## src/rtl/rv32i_types.sv

```systemverilog
// Shared types for the rv32i pipeline.
package rv32i_types;

    typedef enum logic {
        RUN          = 1'b0,
        RECOVER_PEND = 1'b1
    } hazard_state_t;

    localparam logic [4:0] REG_ZERO = 5'd0;

endpackage

```

## src/rtl/hazard_controller_sat_counter.sv

```systemverilog
// Saturating event counter: counts inc pulses and sticks at all-ones.
module sat_counter #(
    parameter int WIDTH = 16
) (
    input  logic             clk,
    input  logic             rst_n,
    input  logic             inc,
    output logic [WIDTH-1:0] count
);

    always_ff @(posedge clk or negedge rst_n) begin
        if (!rst_n) begin
            count <= '0;
        end else if (inc && (count != '1)) begin
            count <= count + 1'b1;
        end
    end

endmodule

```

## src/rtl/hazard_controller.sv

```systemverilog
// Pipeline sequencing controller: register enables, load-use bubbles, mispredict flushes.
//   state        | meaning
//   RUN          | normal sequencing
//   RECOVER_PEND | mispredict seen during a stall, flush waits for the stall to clear
module hazard_controller
    import rv32i_types::*;
#(
    parameter int CNT_WIDTH = 16
) (
    input  logic                 clk,
    input  logic                 rst_n,
    input  logic [4:0]           id_rs1,
    input  logic [4:0]           id_rs2,
    input  logic                 id_uses_rs1,
    input  logic                 id_uses_rs2,
    input  logic [4:0]           ex_rd,
    input  logic                 ex_mem_read,
    input  logic                 ex_mispredict,
    input  logic                 if_req,
    input  logic                 icache_resp,
    input  logic                 dmem_req,
    input  logic                 dcache_resp,
    output logic                 pc_load,
    output logic                 if_id_load,
    output logic                 id_ex_load,
    output logic                 ex_mem_load,
    output logic                 mem_wb_load,
    output logic                 id_ex_bubble,
    output logic                 branch_recovery,
    output logic                 overwrite_load,
    output logic [4:0]           rs1_prev,
    output logic [4:0]           rs2_prev,
    output logic [CNT_WIDTH-1:0] lu_stall_cnt,
    output logic [CNT_WIDTH-1:0] flush_cnt
);

    hazard_state_t state, state_next;
    logic          mem_stall, if_stall, load_use;
    logic          lu_inc, flush_inc;

    assign mem_stall = dmem_req & ~dcache_resp;
    assign if_stall  = if_req & ~icache_resp;
    assign load_use  = ex_mem_read && (ex_rd != REG_ZERO) &&
                       ((id_uses_rs1 && (id_rs1 == ex_rd)) ||
                        (id_uses_rs2 && (id_rs2 == ex_rd)));

    // Everything defaults to frozen; reset keeps it that way.
    always_comb begin
        state_next      = state;
        pc_load         = 1'b0;
        if_id_load      = 1'b0;
        id_ex_load      = 1'b0;
        ex_mem_load     = 1'b0;
        mem_wb_load     = 1'b0;
        id_ex_bubble    = 1'b0;
        branch_recovery = 1'b0;
        lu_inc          = 1'b0;
        flush_inc       = 1'b0;
        if (rst_n) begin
            case (state)
                RUN: begin
                    if (mem_stall) begin
                        if (ex_mispredict) state_next = RECOVER_PEND;
                    end else if (ex_mispredict && if_stall) begin
                        state_next = RECOVER_PEND;
                    end else if (ex_mispredict) begin
                        {pc_load, if_id_load, id_ex_load, ex_mem_load, mem_wb_load} = '1;
                        branch_recovery = 1'b1;
                        flush_inc       = 1'b1;
                    end else if (load_use || if_stall) begin
                        {id_ex_load, ex_mem_load, mem_wb_load} = '1;
                        id_ex_bubble = 1'b1;
                        lu_inc       = load_use;
                    end else begin
                        {pc_load, if_id_load, id_ex_load, ex_mem_load, mem_wb_load} = '1;
                    end
                end
                RECOVER_PEND: begin
                    if (!(mem_stall || if_stall)) begin
                        {pc_load, if_id_load, id_ex_load, ex_mem_load, mem_wb_load} = '1;
                        branch_recovery = 1'b1;
                        flush_inc       = 1'b1;
                        state_next      = RUN;
                    end
                end
                default: state_next = RUN;
            endcase
        end
    end

    always_ff @(posedge clk or negedge rst_n) begin
        if (!rst_n) begin
            state          <= RUN;
            overwrite_load <= 1'b0;
            rs1_prev       <= '0;
            rs2_prev       <= '0;
        end else begin
            state          <= state_next;
            overwrite_load <= ~if_id_load;
            if (!overwrite_load) begin
                rs1_prev <= id_rs1;
                rs2_prev <= id_rs2;
            end
        end
    end

    sat_counter #(.WIDTH(CNT_WIDTH)) u_lu_cnt (
        .clk   (clk),
        .rst_n (rst_n),
        .inc   (lu_inc),
        .count (lu_stall_cnt)
    );

    sat_counter #(.WIDTH(CNT_WIDTH)) u_flush_cnt (
        .clk   (clk),
        .rst_n (rst_n),
        .inc   (flush_inc),
        .count (flush_cnt)
    );

endmodule

```

## config.mk

```make
export PLATFORM = sky130hd
export DESIGN_NAME = hazard_controller
export DESIGN_NICKNAME = d
export VERILOG_FILES = /design/src/rtl/rv32i_types.sv /design/src/rtl/hazard_controller_sat_counter.sv /design/src/rtl/hazard_controller.sv
export SDC_FILE = /design/constraint.sdc
export NUM_CORES = 1
export LEC_CHECK = 0
export BUFFER_PORTS_ARGS = -buffer_cell sky130_fd_sc_hd__buf_4
export CAP_MARGIN = 10
export CORE_MARGIN = 10
export CORE_UTILIZATION = 49
export DETAILED_ROUTE_END_ITERATION = 16
export HOLD_SLACK_MARGIN = 0.15
export PLACE_DENSITY_LB_ADDON = 0.1
export SLEW_MARGIN = 10
export SYNTH_ARGS = -nofsm -noshare
export SYNTH_HDL_FRONTEND = slang
export SYNTH_SLANG_ARGS = --single-unit
```

## constraint.sdc

```tcl
create_clock -name clk -period 2.8 [get_ports clk]
set_input_delay 0.28 -clock clk [delete_from_list [all_inputs] [get_ports clk]]
set_output_delay 0.28 -clock clk [all_outputs]
set_load 0.005 [all_outputs]
```

==> results.cfg <==
[outcome]
status = finished, final reports clean

[setup_path]
cp-start-kind = input pin
crit_buf_inv = 2
crit_path_max_incr_delay_ns = 0.67
cp_max_fo = 24
cp.arrival_ns = 2.41
cp-end-kind = register
crit_chain = dlygate4sd3_1, buf_4, o2111ai_1, nor3_1, nand3_1, xnor2_1
crit_type = in2reg
critical_path.top_delay_family = simple AND/OR/NAND/NOR gates
worstPathRequired_ns = 2.98
worst_path_max_delay_cell = nor3_1

[synth]
ys.warnings.count = 0
synth_nets = 220
synth.avg_cell_area_um2 = 11.0
synth_top_cell_area_share = 0.521
yosysTopAreaCell = dfrtp_1
yosysUniqueCellTypes = 31
synth_area_leaders = dfrtp_1 52%, xnor2_1 9.1%, xor2_1 7.0%
ys_ff_latch = 44
syn-instance-count = 193
synth_seq_area_share = 0.521
synth_area_um2 = 2110

[sta]
slew_headroom = 0.506
drv_slew = 0
fmax_ghz = 0.450
tightest_slew_ns = 0.735
skew_ns = 0.00917
rsz0062_at_grt = false
hold_slack_ns = 0.224
finalSetupViolations = 0
setup_tns_ns = 0
worst_slack_ns = 0.577
fin_crit_ns = 2.22
min_period_over_period = 0.794
hold_viol = 0

[floorplanning]
chipWidth_um = 85.7
fp.coreArea_um2 = 4090
rows = 23
start_util = 0.517
die_y_um = 85.7
dieArea_um2 = 7340
io_pins = 75

[detailed_routing]
drc = 0
vias = 1684
wl_per_cell_um = 16.5
wirelength_um = 5270
vias_per_cell = 5.26
drtPass1Iterations = 4
drt_iter0_drc = 77
detail-route-antenna-nets = 0

[power]
p_leak_nw = 1.36
p_switching_mw = 0.405
p_sw_frac = 0.278
total_power_mw = 1.46
p_int_mw = 1.05
vdd_drop_max_mv = 0.379
power_frac_seq = 0.533
power_density_nw_per_um2 = 523
power_frac_comb = 0.203
power.share.clock = 0.264

[finish]
nets = 297
area_delta_synth_final_pct = 32.0
final_cell_mix = 75 x buf_4, 44 x dfrtp_1, 22 x xnor2_1, 17 x xor2_1
fin_util = 0.683
instances_no_fill = 320
layout.cells.most_common = buf_4
drive_gt1_frac = 0.356
design_area_um2 = 2790
diodes = 0

[placed_design]
placed_area_um2 = 2700
dp_hpwl_um = 4130
dp.cells = 312
place_ws_ns = 0.724
place_congestion = 0.822
io_buffers = 74

[cts]
cts_made_buffers = 5
cts_tree = built
cts_setup_buffers = 0
cts.clk_slew.worst_paths_ns = 0.09
clkLatencyLatePin_ns = 0.30
cts_max_level = 2
cts_resized = 0
cts_root_buffer = clkbuf_8
clockBufferDepth = 2
clock_sink_count = 44

[global_routing]
grt_overflow = 0
grt_usage = 0.142
grt_max_degree = 27
grt_pass1_wl_um = 8520
grt_pass1_vias = 1755
antenna_found_initial = 0

[flow_run]
cap_violations = 0

[min_path]
hold_path_class = in2reg
flip-flops by register name, summed over array words and instances, names as in the netlist:
| signal | count |
|---|---|
| u_lu_cnt.count | 16 |
| rs1_prev | 5 |
| rs2_prev | 5 |
| u_flush_cnt.count | 16 |
| state | 1 |
| overwrite_load | 1 |
per-layer routing:
layer | routed length [um] | vias to the layer above | track usage | share of wire
met5 | 0 | - | 0 | 0
met4 | 58 | 0 | 0.0404 | 0.011
met3 | 341 | 7 | 0.0492 | 0.065
met2 | 2710 | 48 | 0.252 | 0.51
met1 | 2160 | 809 | 0.157 | 0.41
li1 | - | 820 | - | -
Yosys cell counts:
cell,count
a21oi_1,3
and2_1,1
and3_1,1
and4_1,1
buf_4,3
buf_6,1
clkbuf_1,2
dfrtp_1,44
ha_1,2
inv_1,3
mux2_2,11
mux2_4,1
nand2_1,15
nand2b_1,4
nand3_1,11
nand3_2,1
nand4_1,15
nor2_1,13
nor3_1,11
nor4_1,2
o2111ai_1,1
o21a_1,1
o21ai_0,1
o22ai_1,1
o31ai_1,1
or2_1,1
or3_1,1
or3_2,1
or4_1,1
xnor2_1,22
xor2_1,17
cell type report:
class | instances | area, um2
Clock buffer | 5 | 68.8
Clock inverter | 2 | 12.5
Fill cell | 350 | 1300
Inverter | 3 | 11.3
Multi-Input combinational cell | 140 | 961
Sequential cell | 44 | 1100
Tap cell | 50 | 62.6
Timing Repair Buffer | 76 | 573
kinds of logic after synthesis:
kind of cell	Yosys count	synth area share
simple gates	79	0.192
mux	12	0.0657
buf+inv	9	0.0249
xor+xnor	39	0.162
flops	44	0.521
compound gates	8	0.0237
fa+ha+maj	2	0.0118
worst paths after layout:
check | from | endpoint | slack, ns | cells after the start
worst max-delay path | rst_n | u_flush_cnt.count[6] | 0.58 | 6
worst min-delay path | id_rs1[2] | rs1_prev[2] | 0.22 | 2
worst max register to register | u_lu_cnt.count[0] | u_lu_cnt.count[15] | 0.71 | 7
worst min register to register | u_lu_cnt.count[15] | u_lu_cnt.count[15] | 0.51 | 1
max in group asynchronous | rst_n | rs1_prev[1] | 1.76 | 3
min in group asynchronous | rst_n | u_lu_cnt.count[8] | 0.41 | 2
repair_timing:
item | in CTS | in global routing
setup endpoints to repair | 0 | 0
hold buffers | 1 | 0
hold endpoints to repair | 19 | 0
power groups by stage:
stage          Combinational (mW)  Sequential [mW]  Clock, mW
2_1_floorplan               0.117            0.781          0
3_3_place_gp                0.297            0.787          0
3_5_place_dp                0.303            0.789          0
4_1_cts                     0.305            0.777      0.395
5_1_grt                     0.323            0.790      0.431
6_report                    0.296            0.777      0.385
No activity file was read; power rests on OpenSTA's default activity.
